## src/rtl/exc_pkg.sv

```systemverilog
// Shared types for the exception sequencer: CP0 type codes, FSM states,
// default handler offset and the EPC-from-PC helper.
package exc_pkg;

  typedef enum logic [2:0] {
    EXC_T_NONE   = 3'b000,
    EXC_T_ERET   = 3'b010,
    EXC_T_SYS    = 3'b100,
    EXC_T_SYS_DS = 3'b101,
    EXC_T_INT    = 3'b110,
    EXC_T_INT_DS = 3'b111
  } exc_type_e;

  typedef enum logic [1:0] {
    S_IDLE     = 2'd0,
    S_COMMIT   = 2'd1,
    S_REDIRECT = 2'd2
  } exc_state_e;

  localparam logic [31:0] EXC_OFFSET_DEFAULT = 32'h0000_0180;

  // A delay-slot instruction restarts at its branch, one word earlier.
  function automatic logic [31:0] epc_of(input logic [31:0] pc, input logic in_ds);
    return in_ds ? (pc - 32'd4) : pc;
  endfunction

endpackage

```

## src/rtl/exc_ctrl_int_sync.sv

```systemverilog
// 6-bit two-flop synchronizer for the raw external interrupt lines.
module int_sync (
  input  logic       clk,
  input  logic       rst,
  input  logic [5:0] i_async,
  output logic [5:0] o_sync
);

  logic [5:0] r_meta;
  logic [5:0] r_sync;

  // NOTE: sequential state uses non-blocking assignments so every flop samples pre-edge values.
  always_ff @(posedge clk or posedge rst) begin
    if (rst) begin
      r_meta <= '0;
      r_sync <= '0;
    end else begin
      r_meta <= i_async;
      r_sync <= r_meta;
    end
  end

  assign o_sync = r_sync;

endmodule

```

## src/rtl/exc_ctrl.sv

```systemverilog
// Exception sequencer in front of CP0: IDLE -> COMMIT (cp0_we) -> REDIRECT (flush + fetch redirect).
// Interrupt support is compiled in only when EXC_CTRL_INT_EN is defined.
module exc_ctrl
  import exc_pkg::*;
#(
  parameter logic [31:0] EXC_OFFSET = EXC_OFFSET_DEFAULT
) (
  input  logic        clk,
  input  logic        rst,
  input  logic        mem_valid,
  input  logic [31:0] mem_pc,
  input  logic        mem_syscall,
  input  logic        mem_eret,
  input  logic        mem_in_ds,
  input  logic [5:0]  int_i,
  input  logic [31:0] cp0_ebase,
  input  logic [31:0] cp0_status,
  input  logic [31:0] cp0_epc,
  output logic        cp0_we,
  output logic [2:0]  cp0_type,
  output logic [31:0] cp0_excaddr,
  output logic        busy,
  output logic        flush,
  output logic        redir_valid,
  output logic [31:0] redir_pc
);

  exc_state_e  r_state, w_state_nxt;
  exc_type_e   r_type, w_type_nxt;
  logic [31:0] r_excaddr, w_excaddr_nxt;
  logic        r_to_vector, w_to_vector_nxt;
  logic        w_int_pending;
  logic        w_event;
  logic        w_unused;

`ifdef EXC_CTRL_INT_EN
  logic [5:0] w_int_sync;

  int_sync u_int_sync (
    .clk     (clk),
    .rst     (rst),
    .i_async (int_i),
    .o_sync  (w_int_sync)
  );

  assign w_int_pending = (|(w_int_sync & cp0_status[15:10])) & cp0_status[0] & ~cp0_status[1];
  assign w_unused      = ^{cp0_status[31:16], cp0_status[9:2]};
`else
  assign w_int_pending = 1'b0;
  assign w_unused      = ^{int_i, cp0_status};
`endif

  assign w_event = mem_valid & (w_int_pending | mem_syscall | mem_eret);

  // NOTE: every signal driven here gets a default first, so no path can infer a latch.
  always_comb begin
    w_state_nxt     = r_state;
    w_type_nxt      = r_type;
    w_excaddr_nxt   = r_excaddr;
    w_to_vector_nxt = r_to_vector;
    case (r_state)
      S_IDLE: begin
        if (w_event) begin
          w_state_nxt = S_COMMIT;
          // Priority: interrupt, then syscall, then eret.
          if (w_int_pending) begin
            w_type_nxt      = mem_in_ds ? EXC_T_INT_DS : EXC_T_INT;
            w_excaddr_nxt   = epc_of(mem_pc, mem_in_ds);
            w_to_vector_nxt = 1'b1;
          end else if (mem_syscall) begin
            w_type_nxt      = mem_in_ds ? EXC_T_SYS_DS : EXC_T_SYS;
            w_excaddr_nxt   = epc_of(mem_pc, mem_in_ds);
            w_to_vector_nxt = 1'b1;
          end else begin
            w_type_nxt      = EXC_T_ERET;
            w_excaddr_nxt   = 32'h0;
            w_to_vector_nxt = 1'b0;
          end
        end
      end
      S_COMMIT:   w_state_nxt = S_REDIRECT;
      S_REDIRECT: w_state_nxt = S_IDLE;
      default:    w_state_nxt = S_IDLE;
    endcase
  end

  always_ff @(posedge clk or posedge rst) begin
    if (rst) begin
      r_state     <= S_IDLE;
      r_type      <= EXC_T_NONE;
      r_excaddr   <= 32'h0;
      r_to_vector <= 1'b0;
    end else begin
      r_state     <= w_state_nxt;
      r_type      <= w_type_nxt;
      r_excaddr   <= w_excaddr_nxt;
      r_to_vector <= w_to_vector_nxt;
    end
  end

  assign cp0_we      = (r_state == S_COMMIT);
  assign cp0_type    = r_type;
  assign cp0_excaddr = r_excaddr;
  assign busy        = (r_state != S_IDLE) | w_event;
  assign flush       = (r_state == S_REDIRECT);
  assign redir_valid = (r_state == S_REDIRECT);
  // Target is read in REDIRECT so CP0 has already absorbed the commit.
  assign redir_pc    = (r_state != S_REDIRECT) ? 32'h0 :
                       r_to_vector ? (cp0_ebase + EXC_OFFSET) : cp0_epc;

endmodule

```

## config.mk

```make
export PLATFORM = sky130hd
export DESIGN_NAME = exc_ctrl
export DESIGN_NICKNAME = d
export VERILOG_FILES = /design/src/rtl/exc_pkg.sv /design/src/rtl/exc_ctrl_int_sync.sv /design/src/rtl/exc_ctrl.sv
export SDC_FILE = /design/constraint.sdc
export NUM_CORES = 1
export LEC_CHECK = 0
export ABC_CLOCK_PERIOD_IN_PS = 2200
export BUFFER_PORTS_ARGS = -buffer_cell sky130_fd_sc_hd__buf_2
export CORE_MARGIN = 1
export CORE_UTILIZATION = 45
export CTS_BUF_LIST = sky130_fd_sc_hd__clkbuf_8
export DETAILED_ROUTE_END_ITERATION = 8
export PLACE_DENSITY = 0.89
export SETUP_SLACK_MARGIN = 0.1
export SLEW_MARGIN = 20
export SYNTH_ARGS = -nofsm -noshare
export SYNTH_HDL_FRONTEND = slang
export SYNTH_SLANG_ARGS = --single-unit
```

## constraint.sdc

```tcl
create_clock -name clk -period 2.2 [get_ports clk]
set_input_delay 0.11 -clock clk [delete_from_list [all_inputs] [get_ports clk]]
set_output_delay 0.11 -clock clk [all_outputs]
set_load 0.005 [all_outputs]
```

### Yosys cells after proc, flatten, opt, wreduce, memory -nomap -nowiden

Index checks and enable logic that the tools add are counted.

| storage, ports and cells | value |
|---|---|
| register bits | 38 |
| input bits | 140 |
| output and inout bits | 71 |
| word-level logic and storage cells | 25 |

| operators by class | value |
|---|---|
| $add $sub $neg | 2 |
| equal/unequal tests | 4 |
| mux-type cells | 9 |
| bitwise operators | 3 |
| reduce and logical (&&, ||, !) cells | 3 |

Operators with widths:

| operator | count |
|---|---|
| $mux W32 | 4 |
| $add A32 B9 Y32 const B | 1 |
| $sub A32 B3 Y32 const B | 1 |
| $ne A2 B2 Y1 const B | 2 |
| $pmux W2 S2 | 1 |
| $mux W3 | 1 |
| $eq A2 B1 Y1 const B | 1 |
| $eq A2 B2 Y1 const B | 1 |
| $logic_not A2 Y1 | 1 |
| $mux W1 | 2 |
| $mux W2 | 1 |
| $or A1 B1 Y1 | 2 |
| $reduce_and A2 Y1 | 1 |
| $reduce_bool A2 Y1 | 1 |
| $and A1 B1 Y1 | 1 |

### Longest topological paths before layout

Gate-level depths: netlist of the first run.

| depth | value |
|---|---|
| depth in word-level cells | 4 |
| mapped depth | 7 |
| gate-level depth less buffers | 7 |

### Worst setup path before layout of the first run

Ideal clock, no wire load.

| timing | value |
|---|---|
| kind | input -> register |
| start point | input mem_pc[26] |
| end point | register r_excaddr[31], in the netlist cp0_excaddr[31] |
| library setup time | 0.124 ns |
| data arrival time | 1.489 ns |
| required time | 2.076 ns |
| slack | 0.587 ns |
| stages | 5 |
| path buffers | 0 |
| path through | or3_1 -> or2_1 -> or3_1 -> a32o_1 -> a211o_1 |

| on the way | value |
|---|---|
| cells in the longest elaborated chain, start to end | 3 |

RTL lines:

| what | RTL line | RTL |
|---|---|---|
| start, declared | exc_ctrl.sv:11 | `input logic [31:0] mem_pc,` |
| $sub A32 B3 Y32 | exc_pkg.sv:24 | `return in_ds ? (pc - 32'd4) : pc;` |
| $mux W32 | exc_pkg.sv:24 |  |
| $mux W32 | exc_ctrl.sv:70 | `end else if (mem_syscall) begin` |
| end signal, assigned | exc_ctrl.sv:96 | `r_excaddr <= w_excaddr_nxt;` |
| end, declared | exc_ctrl.sv:30 | `logic [31:0] r_excaddr, w_excaddr_nxt;` |

Every way passes these cells.
A chain may end at the register's enable or synchronous reset.

### Worst setup path in the final report of the first run

| timing | value |
|---|---|
| start point | register r_state[0] |
| end point | output redir_pc[31] |

| on the way | value |
|---|---|
| cells in the longest elaborated chain, start to end | 2 |

RTL lines:

| what | RTL line | RTL |
|---|---|---|
| start, declared | exc_ctrl.sv:28 | `exc_state_e r_state, w_state_nxt;` |
| start signal, assigned | exc_ctrl.sv:94 | `r_state <= w_state_nxt;` |
| $ne A2 B2 Y1 | exc_ctrl.sv:108 | `assign redir_pc = (r_state != S_REDIRECT) ? 32'h0 :` |
| $mux W32 | exc_ctrl.sv:108 |  |
| end, declared | exc_ctrl.sv:25 | `output logic [31:0] redir_pc` |

Every way passes these cells.

==> flow_summary.rst, run 1 <==
.. list-table::
   :header-rows: 1

   * - Metric
     - Value
   * - Total power per unit cell area
     - 547 mW/mm^2
   * - Synth-to-Final Area Change
     - 35.9%
   * - Highest net fanout along the worst path
     - 19
   * - Number of antenna violations at the first check in global routing
     - 0
   * - Max-slew headroom
     - 62.5%
   * - Pin count of the biggest net entering global routing
     - 56
   * - Worst IR Drop VDD
     - 0.000425 V
   * - Synthesized flop and latch total
     - 37
   * - Average instance area after synthesis
     - 8.03 um^2
   * - Netlist area before placement
     - 0.00285 mm^2
   * - Leakage power
     - 1.95 nW
   * - Required time reported for the critical path endpoint
     - 2.09 ns
   * - Wire length of the first global-routing pass
     - 12.5 mm
   * - Number of setup buffers added after CTS
     - 0
   * - Fraction of the mapped netlist area in compound gates
     - 15.2%
   * - Transition at the pin with the smallest max-transition slack
     - 0.558 ns
   * - Fin Setup TNS
     - 0 ns
   * - Setup Viol. Count Final
     - 0
   * - Post-detailed-placement cell area
     - 0.00377 mm^2
   * - Average wire per cell in the routed design
     - 14.3 um
   * - Number of hold violations in the final report
     - 0
   * - Syn Nets
     - 497
   * - Bufs on Longest Clock Path
     - 2
   * - Crit path max-delay cell type
     - sky130_fd_sc_hd__dfrtp_1
   * - Top delay family on crit path
     - buffers and inverters
   * - Category of the most critical setup path
     - flip-flop to output port
   * - Via/cell ratio
     - 5.35
   * - Area share of the largest cell type after synthesis
     - 32.5%
   * - Site Rows
     - 28
   * - Port bufs
     - 172
   * - # clock sinks
     - 37
   * - Clock latency on the worst-skew pair
     - 0.30 ns
   * - DRC errors left
     - 0
   * - Max_cap viols
     - 0
   * - Quantity of gates resized following cts
     - 0
   * - Residual antenna-violating net count after detailed routing
     - 0
   * - Combinational family with the most area after synthesis
     - simple AND/OR/NAND/NOR gates
   * - Final instance count without filler cells
     - 599
   * - Top cells by area, synth
     - sky130_fd_sc_hd__dfrtp_1 (32%), sky130_fd_sc_hd__xnor2_1 (8.9%), sky130_fd_sc_hd__o21ai_0 (7.0%)
   * - Simple-gate portion of the synthesized area
     - 28.3%
   * - # nets final
     - 665
   * - Iteration-0 DRC count of the detailed router
     - 112
   * - Highest Clock Rate
     - 0.530 GHz
   * - Period Utilization, post-route
     - 85.8%
   * - Delay of the slowest cell on the worst path
     - 0.41 ns
   * - GRT Resource Usage Total
     - 24.6%
   * - Post-Synthesis Cells
     - 355
   * - Count of hold buffers inserted by post-cts repair
     - 1
   * - Weighted congestion reported at the end of routability-driven placement
     - 0.811
   * - Final Skew
     - 0.00654 ns
   * - Number of library cell types mapped by synthesis
     - 45
   * - I/O Pins
     - 211
   * - Die width
     - 81.6 um
   * - Sequential cell area fraction in the yosys report
     - 32.5%
   * - Antenna diode count
     - 0
   * - Final period demand of the worst path
     - 1.89 ns
   * - Crit path launch type
     - flip-flop
   * - TritonCTS clock tree
     - yes
   * - Starting density of the core
     - 47.3%
   * - Detailed placer's ending HPWL
     - 6.65 mm
   * - Outcome
     - finished, final reports clean
   * - Share of final-layout standard cells stronger than drive strength 1
     - 36.8%
   * - Yosys warning total
     - 0
   * - Count of pins over their slew limit
     - 0
   * - Core ar.
     - 0.00603 mm^2
   * - Clock transition time at the flip-flop clock pins of the worst setup and hold paths
     - 0.08 ns
   * - Die height
     - 81.6 um
   * - Leading area contributor after synthesis
     - sky130_fd_sc_hd__dfrtp_1
   * - Total iterations of the first detailed-routing run
     - 4
   * - Unrepaired setup endpoints after global routing
     - false
   * - Number of levels the H-tree was split into
     - 2
   * - Via count of the first global-routing pass
     - 2,862
   * - Root buffer cell
     - sky130_fd_sc_hd__clkbuf_8
   * - DIE AREA
     - 0.00665 mm^2
   * - Hold crit path type
     - input pin to flip-flop
   * - Synthesized-area fraction occupied by xor and xnor cells
     - 15.1%
   * - Post-synthesis share of cell area spent on full adders, half adders and majority gates
     - 0.878%
   * - Category of the worst setup path capture point
     - output port
   * - Crit path cell chain
     - nand2b_1 -> inv_1 -> o21ai_0 -> a21oi_1 -> buf_2
   * - DR vias
     - 3,203
   * - Dpl cells
     - 590
   * - Routed WL
     - 8.58 mm
   * - Number of buffers created by CTS
     - 5
   * - Global-route congestion overflow total
     - 0
   * - Multiplexer area fraction after synthesis
     - 3.86%
   * - CP arrival
     - 1.78 ns
   * - Finished Cell Area
     - 0.00387 mm^2
   * - Worst path buffer plus inverter count
     - 2
## power by group
group | total, mW | internal [mW] | switching (mW)
registers | 0.863 | 0.798 | 0.0649
clock network | 0.500 | 0.225 | 0.275
logic | 0.757 | 0.339 | 0.418
total | 2.12 | 1.36 | 0.757
## per-layer routing
layer | vias up | share of wire [%] | track usage [%] | routed length, um
met5 | - | 0 | 0 | 0
met4 | 0 | 2.0 | 8.95 | 172
met3 | 14 | 8.3 | 5.89 | 713
met2 | 145 | 50 | 45.0 | 4310
met1 | 1474 | 39 | 27.5 | 3390
li1 | 1570 | - | - | -
## layout make-up
class | instances | area [um^2]
Tap cell | 75 | 93.8
Fill cell | 505 | 2150
Timing Repair Buffer | 179 | 916
Multi-Input combinational cell | 288 | 1800
Clock buffer | 5 | 68.8
Sequential cell | 37 | 926
Inverter | 12 | 45.0
Clock inverter | 3 | 21.3
## logic make-up (layout without fill, tap and decap cells)
| family | after synthesis | after routing |
|---|---|---|
| buf+inv | 30 | 199 |
| compound gates | 77 | 77 |
| simple gates | 149 | 149 |
| fa+ha+maj | 2 | 2 |
| flops | 37 | 37 |
| mux | 11 | 11 |
| xor+xnor | 49 | 49 |
## worst paths after layout
path,end,cells past startpoint,from,slack [ns]
max in group asynchronous,cp0_excaddr[24]$_DFFE_PP0P_,4,rst,1.39
max reg2reg,cp0_excaddr[24]$_DFFE_PP0P_,5,r_state[0]$_DFFE_PP0P_,0.34
min in group asynchronous,cp0_excaddr[1]$_DFFE_PP0P_,4,rst,0.46
min,cp0_excaddr[1]$_DFFE_PP0P_,3,mem_pc[1],0.03
min reg2reg,cp0_excaddr[3]$_DFFE_PP0P_,2,cp0_excaddr[3]$_DFFE_PP0P_,0.48
max,redir_pc[31],5,r_state[0]$_DFFE_PP0P_,0.31
## cell usage after synthesis
library cell                 n
sky130_fd_sc_hd__nor3_1     10
sky130_fd_sc_hd__a21boi_0    1
sky130_fd_sc_hd__nand4_4     2
sky130_fd_sc_hd__nand4_1     3
sky130_fd_sc_hd__o21ai_0    40
sky130_fd_sc_hd__nor4_4      2
sky130_fd_sc_hd__and2_1      1
sky130_fd_sc_hd__nand2_1    51
sky130_fd_sc_hd__o31ai_1     3
sky130_fd_sc_hd__clkbuf_1   13
sky130_fd_sc_hd__nand2b_1    1
sky130_fd_sc_hd__nor4b_4     1
sky130_fd_sc_hd__nor3b_1     1
sky130_fd_sc_hd__inv_1      11
sky130_fd_sc_hd__o211a_1     1
sky130_fd_sc_hd__and3_1      5
sky130_fd_sc_hd__nand3_1    12
sky130_fd_sc_hd__or2_1       1
sky130_fd_sc_hd__dfrtp_1    37
sky130_fd_sc_hd__buf_2       1
sky130_fd_sc_hd__inv_2       1
sky130_fd_sc_hd__ha_1        2
sky130_fd_sc_hd__o41ai_1     1
sky130_fd_sc_hd__xnor2_1    29
sky130_fd_sc_hd__a32o_1      1
sky130_fd_sc_hd__a21o_1      1
sky130_fd_sc_hd__buf_4       2
sky130_fd_sc_hd__nor4_1      9
sky130_fd_sc_hd__a211o_1     1
sky130_fd_sc_hd__buf_1       2
sky130_fd_sc_hd__nor2b_1     2
sky130_fd_sc_hd__or4_1       2
sky130_fd_sc_hd__mux2i_1    11
sky130_fd_sc_hd__nor2_1     32
sky130_fd_sc_hd__a21oi_1    18
sky130_fd_sc_hd__nand4b_1    2
sky130_fd_sc_hd__a211oi_1    5
sky130_fd_sc_hd__o21ai_1     4
sky130_fd_sc_hd__nor4b_2     1
sky130_fd_sc_hd__xor2_1     20
sky130_fd_sc_hd__o2111ai_1   1
sky130_fd_sc_hd__or3_1       4
sky130_fd_sc_hd__and3b_1     2
sky130_fd_sc_hd__nand3b_1    3
sky130_fd_sc_hd__and4_1      2
## worst min-delay path: cells and delay by family
kind / cells / cell delay [ns]
simple gates: 2 / 0.12
buf+inv: 1 / 0.08
## state kept, by name, summed over array words and instances (netlist names)
| register | cells |
|---|---|
| cp0_type | 3 |
| cp0_excaddr | 32 |
| r_state | 2 |
## layout by cell type, fill, tap and decap left out, types with 3 or more instances in the layout
| cell | n |
|---|---|
| sky130_fd_sc_hd__nand4_1 | 3 |
| sky130_fd_sc_hd__buf_4 | 6 |
| sky130_fd_sc_hd__or3_1 | 4 |
| sky130_fd_sc_hd__a211oi_1 | 5 |
| sky130_fd_sc_hd__o31ai_1 | 3 |
| sky130_fd_sc_hd__inv_1 | 11 |
| sky130_fd_sc_hd__nand2_1 | 51 |
| sky130_fd_sc_hd__nor3_1 | 10 |
| sky130_fd_sc_hd__clkbuf_8 | 5 |
| sky130_fd_sc_hd__and3_1 | 5 |
| sky130_fd_sc_hd__dfrtp_1 | 37 |
| sky130_fd_sc_hd__o21ai_0 | 40 |
| sky130_fd_sc_hd__xnor2_1 | 29 |
| sky130_fd_sc_hd__nor2_1 | 32 |
| sky130_fd_sc_hd__xor2_1 | 20 |
| sky130_fd_sc_hd__a21oi_1 | 18 |
| sky130_fd_sc_hd__nand3_1 | 12 |
| sky130_fd_sc_hd__mux2i_1 | 11 |
| sky130_fd_sc_hd__buf_2 | 172 |
| sky130_fd_sc_hd__nand3b_1 | 3 |
| sky130_fd_sc_hd__o21ai_1 | 4 |
| sky130_fd_sc_hd__nor4_1 | 9 |
## metrics by stage
step | utilization (%) | power, mW | hold WS, ns | setup slack (ns)
final | 64.3 | 2.12 | 0.0345 | 0.312
after global routing | 64.3 | 2.24 | 0.0503 | 0.145
after CTS | 64.3 | 2.13 | 0.0286 | 0.295
after detailed placement | 62.6 | 1.63 | 0.250 | 0.327
after global placement | 62.6 | 1.60 | 0.236 | 0.326
after floorplan | - | 1.25 | 0.243 | 0.587
Power figures use the tool's default switching activity.
==> run 2, diff against run 1 <==
- PLACE_DENSITY: 0.89 -> 0.88
==> run 2 against run 1 <==
Compared with the run above:
- first-iteration DRC count up 15%
- register-to-register slack better by 0.03 ns
- flip-flop and latch count unchanged
- via count about the same
- clock power up 40%
- cell count up 0.17%
- clock-buffer cell count unchanged
- power up 9.6%
- utilization up 0.87 points
- worst setup slack better by 0.0020 ns
- highest routed layer unchanged
==> flow_summary.rst, run 2 (synthesized netlist as in run 1, its figures left out) <==
.. list-table::
   :header-rows: 1

   * - Metric
     - Value
   * - # clock sinks
     - 37
   * - Max-slew headroom
     - 55.2%
   * - Number of buffers created by CTS
     - 5
   * - R2R Setup Slk
     - 0.37 ns
   * - Number of levels the H-tree was split into
     - 2
   * - CP arrival
     - 1.78 ns
   * - Dpl cells
     - 591
   * - Share of final-layout standard cells stronger than drive strength 1
     - 37.1%
   * - Starting density of the core
     - 47.3%
   * - Die width
     - 81.6 um
   * - Worst IR Drop VDD
     - 0.000541 V
   * - Flip-flop count of the largest register, all copies and words added
     - 32
   * - DRC errors left
     - 0
   * - I/O Pins
     - 211
   * - Via count of the first global-routing pass
     - 2,925
   * - Total iterations of the first detailed-routing run
     - 5
   * - Final instance count without filler cells
     - 600
   * - Antenna diode count
     - 0
   * - GRT Resource Usage Total
     - 24.7%
   * - Residual antenna-violating net count after detailed routing
     - 0
   * - Average wire per cell in the routed design
     - 14.1 um
   * - Final Skew
     - 0.00418 ns
   * - Hold slack final
     - 0.0519 ns
   * - Max_cap viols
     - 0
   * - Transition at the pin with the smallest max-transition slack
     - 0.671 ns
   * - Highest Clock Rate
     - 0.530 GHz
   * - TritonCTS clock tree
     - yes
   * - Period Utilization, post-route
     - 85.7%
   * - Number of antenna violations at the first check in global routing
     - 0
   * - Site Rows
     - 28
   * - DIE AREA
     - 0.00665 mm^2
   * - Final standard cell utilization of the core
     - 65.1%
   * - Bufs on Longest Clock Path
     - 2
   * - Number of hold violations in the final report
     - 0
   * - Via/cell ratio
     - 5.34
   * - Setup Viol. Count Final
     - 0
   * - Leakage power
     - 1.98 nW
   * - Die height
     - 81.6 um
   * - Global-route congestion overflow total
     - 0
   * - Routed WL
     - 8.44 mm
   * - Unrepaired setup endpoints after global routing
     - false
   * - Fin Setup TNS
     - 0 ns
   * - Pin count of the biggest net entering global routing
     - 34
   * - Core ar.
     - 0.00603 mm^2
   * - DR vias
     - 3,205
   * - Outcome
     - finished, final reports clean
   * - Highest net fanout along the worst path
     - 4
   * - Final period demand of the worst path
     - 1.89 ns
   * - Clock transition time at the flip-flop clock pins of the worst setup and hold paths
     - 0.08 ns
   * - Synth-to-Final Area Change
     - 37.8%
   * - Hold crit path type
     - input pin to flip-flop
   * - # nets final
     - 666
   * - Category of the most critical setup path
     - input pin to output port
   * - Count of pins over their slew limit
     - 0
   * - Category of the worst setup path capture point
     - output port
   * - Wire length of the first global-routing pass
     - 12.8 mm
   * - Detailed placer's ending HPWL
     - 6.62 mm
   * - Clock latency on the worst-skew pair
     - 0.29 ns
   * - Commonest non-fill, non-tap cells in the layout
     - sky130_fd_sc_hd__buf_2 (172), sky130_fd_sc_hd__nand2_1 (51), sky130_fd_sc_hd__o21ai_0 (40)
   * - Port bufs
     - 172
   * - Required time reported for the critical path endpoint
     - 2.09 ns
   * - Weighted congestion reported at the end of routability-driven placement
     - 0.837
   * - Iteration-0 DRC count of the detailed router
     - 129
   * - Total power per unit cell area
     - 592 mW/mm^2
   * - Leading cell type in the layout, fill and taps excluded
     - sky130_fd_sc_hd__buf_2
   * - Crit path launch type
     - input pin
   * - Root buffer cell
     - sky130_fd_sc_hd__clkbuf_8
## run 2: changes by cell type in the layout (fill, tap and decap cells not counted)
| cell | previous run | this run |
|---|---|---|
| sky130_fd_sc_hd__bufinv_16 | 0 | 2 |
| sky130_fd_sc_hd__inv_6 | 1 | 0 |
| sky130_fd_sc_hd__dfrtp_1 | 37 | 36 |
| sky130_fd_sc_hd__dfrtp_2 | 0 | 1 |
| sky130_fd_sc_hd__buf_4 | 6 | 7 |
| sky130_fd_sc_hd__clkinvlp_4 | 1 | 0 |
## run 2: timing repair
item,4_1_cts,5_1_grt
hold buffers,1,0
resized for setup,0,0
buffers inserted,0,0
endpoints found under the hold margin,17,0
## run 2: area by class of cell
cell class | instances | area, um^2
multi-input combinational | 288 | 1800
timing repair buffer | 180 | 923
tap | 75 | 93.8
clock buffer | 5 | 68.8
clock inverter | 3 | 65.1
fill | 533 | 2100
sequential | 37 | 927
inverter | 12 | 45.0
## run 2: worst max-delay path, cell delays in order
cell and delay (ns):
sky130_fd_sc_hd__buf_2 0.11, sky130_fd_sc_hd__inv_1 0.06, sky130_fd_sc_hd__ha_1 0.24, sky130_fd_sc_hd__and3b_1 0.27
sky130_fd_sc_hd__nand3_1 0.14, sky130_fd_sc_hd__or4_1 0.44, sky130_fd_sc_hd__xor2_1 0.16, sky130_fd_sc_hd__a21oi_1 0.13
sky130_fd_sc_hd__buf_2 0.12
## run 2: per-stage QoR
step,power [mW],cell area [um^2],worst slack (ns)
after floorplan,1.25,2850,0.587
after global placement,1.61,3780,0.312
after detailed placement,1.64,3780,0.312
after CTS,2.34,3930,0.307
after global routing,2.47,3930,0.191
final,2.32,3930,0.314
## run 2: final timing paths
| path | depth (start not counted) | startpoint | end |
|---|---|---|---|
| max reg2reg | 4 | r_state[0]$_DFFE_PP0P_ | cp0_excaddr[31]$_DFFE_PP0P_ |
| max | 9 | cp0_ebase[7] | redir_pc[25] |
| max in group asynchronous | 4 | rst | cp0_excaddr[11]$_DFFE_PP0P_ |
| min in group asynchronous | 3 | rst | r_state[1]$_DFFE_PP0P_ |
| min | 3 | mem_pc[0] | cp0_excaddr[0]$_DFFE_PP0P_ |
| min reg2reg | 2 | cp0_excaddr[20]$_DFFE_PP0P_ | cp0_excaddr[20]$_DFFE_PP0P_ |
## run 2: per-layer routing
metal | GRT usage [%] | vias up | part of all wire [%]
li1 | - | 1570 | -
met1 | 28.0 | 1476 | 39
met2 | 46.4 | 148 | 51
met3 | 5.22 | 11 | 8.5
met4 | 6.32 | 0 | 1.1
met5 | 0 | - | 0
## run 2: report_power, final
part,leakage [nW],internal (mW),total (mW),switching [mW]
Clock,0.0681,0.450,0.699,0.248
Combinational,1.43,0.343,0.741,0.398
Sequential,0.479,0.799,0.884,0.0845
==> run 3, diff against run 2 <==
- BUFFER_PORTS_ARGS: -buffer_cell sky130_fd_sc_hd__buf_2 -> unset
- CELL_PAD_IN_SITES_DETAIL_PLACEMENT: unset -> 1
- CELL_PAD_IN_SITES_GLOBAL_PLACEMENT: unset -> 1
- CORE_AREA: unset -> 2 2 83 85
- CORE_MARGIN: 1 -> unset
- CORE_UTILIZATION: 45 -> unset
- DIE_AREA: unset -> 0 0 85 87
- DONT_BUFFER_PORTS: unset -> 1
- PLACE_DENSITY: 0.88 -> unset
- PLACE_DENSITY_LB_ADDON: unset -> 0.1
- RECOVER_POWER: unset -> 100
==> run 3 against run 2 <==
Compared with the run above:
- the run now ends with negative hold slack left
- register-to-register slack got worse by 0.02 ns
- first-iteration DRC count fell by 25%
- cell count fell by 26%
- clock-buffer cell count did not move
- worst hold slack got worse by 0.053 ns
- wire length fell by 0.57%
- critical path depth fell by 6
- worst setup slack got worse by 0.0092 ns
- clock skew barely moved
- sequential power rose by 5.7%
- global-route usage fell by 2.2 points
- utilization fell by 17 points
==> flow_summary.rst, run 3 (synthesized netlist as in run 1, its figures left out) <==
.. list-table::
   :header-rows: 1

   * - Metric
     - Value
   * - Outcome
     - complete, but fails checks
   * - Failing checks
     - negative hold slack
   * - Number of levels the H-tree was split into
     - 2
   * - Port bufs
     - 0
   * - Global-route congestion overflow total
     - 0
   * - Leakage power
     - 1.27 nW
   * - Weighted congestion reported at the end of routability-driven placement
     - 0.805
   * - Highest Clock Rate
     - 0.528 GHz
   * - Pin count of the biggest net entering global routing
     - 30
   * - Worst IR Drop VDD
     - 0.000277 V
   * - Footprint of the flip-flops and latches
     - 927 um^2
   * - Number of antenna violations at the first check in global routing
     - 0
   * - Count of pins over their slew limit
     - 0
   * - Share of final-layout standard cells stronger than drive strength 1
     - 5.48%
   * - Quantity of gates resized following cts
     - 0
   * - Setup Viol. Count Final
     - 0
   * - Max-slew headroom
     - 40.3%
   * - Uppermost layer routed
     - met4
   * - Post-detailed-placement cell area
     - 0.00295 mm^2
   * - Met2 routed WL
     - 4.32 mm
   * - Number of setup buffers added after CTS
     - 0
   * - Routed WL
     - 8.39 mm
   * - Crit path max-delay cell type
     - sky130_fd_sc_hd__dfrtp_2
   * - Highest net fanout along the worst path
     - 29
   * - Clock transition time at the flip-flop clock pins of the worst setup and hold paths
     - 0.07 ns
   * - Routed wire length on met3
     - 807 um
   * - Delay of the slowest cell on the worst path
     - 0.66 ns
   * - I/O Pins
     - 211
   * - R2R Setup Slk
     - 0.35 ns
   * - Antenna diode count
     - 0
   * - Starting density of the core
     - 43.4%
   * - Sum of routed wire segments on met1
     - 3.16 mm
   * - Final period demand of the worst path
     - 1.90 ns
   * - DR vias
     - 2,617
   * - Bufs on Longest Clock Path
     - 2
   * - Hold crit path type
     - input pin to flip-flop
   * - Final Skew
     - 0.00433 ns
   * - Die height
     - 87 um
   * - CP arrival
     - 1.79 ns
   * - Category of the most critical setup path
     - flip-flop to output port
   * - Leading cell type in the layout, fill and taps excluded
     - sky130_fd_sc_hd__nand2_1
   * - Site Rows
     - 30
   * - Crit path cell chain
     - clkbuf_1 -> mux2i_1 -> nor2_1
   * - Finished Cell Area
     - 0.00318 mm^2
   * - Residual antenna-violating net count after detailed routing
     - 0
   * - R2r worst-path depth
     - 6
   * - Flip-flop count of the largest register, all copies and words added
     - 32
   * - Core ar.
     - 0.00657 mm^2
   * - Period Utilization, post-route
     - 86.2%
   * - Iteration-0 DRC count of the detailed router
     - 97
   * - Detailed placer's ending HPWL
     - 6.38 mm
   * - Average wire per cell in the routed design
     - 18.9 um
   * - Wire length of the first global-routing pass
     - 13.3 mm
   * - Count of hold buffers inserted by post-cts repair
     - 11
   * - TritonCTS clock tree
     - yes
   * - DIE AREA
     - 0.00740 mm^2
   * - Synth-to-Final Area Change
     - 11.7%
   * - Final total power
     - 2.08 mW
   * - Category of the worst setup path capture point
     - output port
   * - Total power per unit cell area
     - 652 mW/mm^2
   * - Via count of the first global-routing pass
     - 2,705
   * - Max_cap viols
     - 0
   * - Commonest non-fill, non-tap cells in the layout
     - sky130_fd_sc_hd__nand2_1 (51), sky130_fd_sc_hd__o21ai_0 (43), sky130_fd_sc_hd__dfrtp_1 (36)
   * - # clock sinks
     - 37
   * - Die width
     - 85 um
   * - Hold slack final
     - -0.000645 ns
   * - # nets final
     - 506
   * - Fin Setup TNS
     - 0 ns
   * - Clock latency on the worst-skew pair
     - 0.29 ns
   * - Setup WS post-layout
     - 0.305 ns
   * - Via/cell ratio
     - 5.88
   * - Setup slack at placement
     - 0.461 ns
   * - DRC errors left
     - 0
   * - Hold Crit Depth
     - 2
   * - Crit path launch type
     - flip-flop
   * - Unrepaired setup endpoints after global routing
     - false
   * - Number of hold violations in the final report
     - 1
   * - Required time reported for the critical path endpoint
     - 2.09 ns
   * - Filler Cells Inserted
     - 815
   * - Root buffer cell
     - sky130_fd_sc_hd__clkbuf_8
   * - Multi-input combinational cell area
     - 0.00180 mm^2
   * - Number of buffers created by CTS
     - 5
   * - Transition at the pin with the smallest max-transition slack
     - 0.895 ns
   * - Final standard cell utilization of the core
     - 48.5%
   * - GRT Resource Usage Total
     - 22.4%
   * - Total iterations of the first detailed-routing run
     - 4
## run 3: final timing paths
path / from / endpoint
worst max-delay path: cp0_type[2]$_DFFE_PP0P_ / redir_pc[6]
worst max register to register: r_state[0]$_DFFE_PP0P_ / cp0_excaddr[31]$_DFFE_PP0P_
max in group asynchronous: rst / cp0_type[2]$_DFFE_PP0P_
worst min register to register: cp0_excaddr[26]$_DFFE_PP0P_ / cp0_excaddr[26]$_DFFE_PP0P_
min in group asynchronous: rst / cp0_excaddr[4]$_DFFE_PP0P_
worst min-delay path: mem_pc[21] / cp0_excaddr[21]$_DFFE_PP0P_
## run 3: metal layers
layer,vias up,track usage (%)
met3,11,7.87
met1,1248,24.8
li1,1254,-
met4,0,5.92
met2,104,40.9
met5,-,0
## run 3: final cells by class
cell class                      count  share of cell area (%)
Multi-Input combinational cell    288                    56.6
Sequential cell                    37                    29.1
Timing Repair Buffer               20                    5.50
Tap cell                           80                    3.14
Clock buffer                        5                    2.16
Clock inverter                      3                    2.04
Inverter                           12                    1.42
## run 3: stage by stage
step | hold slack, ns | std cells
global route | 0.00440 | 445
finish | -0.000645 | 445
CTS | 0.00142 | 445
global placement | 0.175 | 426
floorplan | 0.243 | 355
detailed placement | 0.179 | 426
## run 3: report_power, final
group	switching [mW]	internal [mW]	total [mW]
Sequential	0.134	0.799	0.934
Combinational	0.246	0.181	0.427
Clock	0.264	0.451	0.715
Total	0.645	1.43	2.08
## run 3: critical path, delay by kind of cell, from the launching register on
family,cells,cell delay (ns)
buffers and inverters,1,0.47
DFF,1,0.66
muxes,1,0.27
and+or+nand+nor,1,0.08
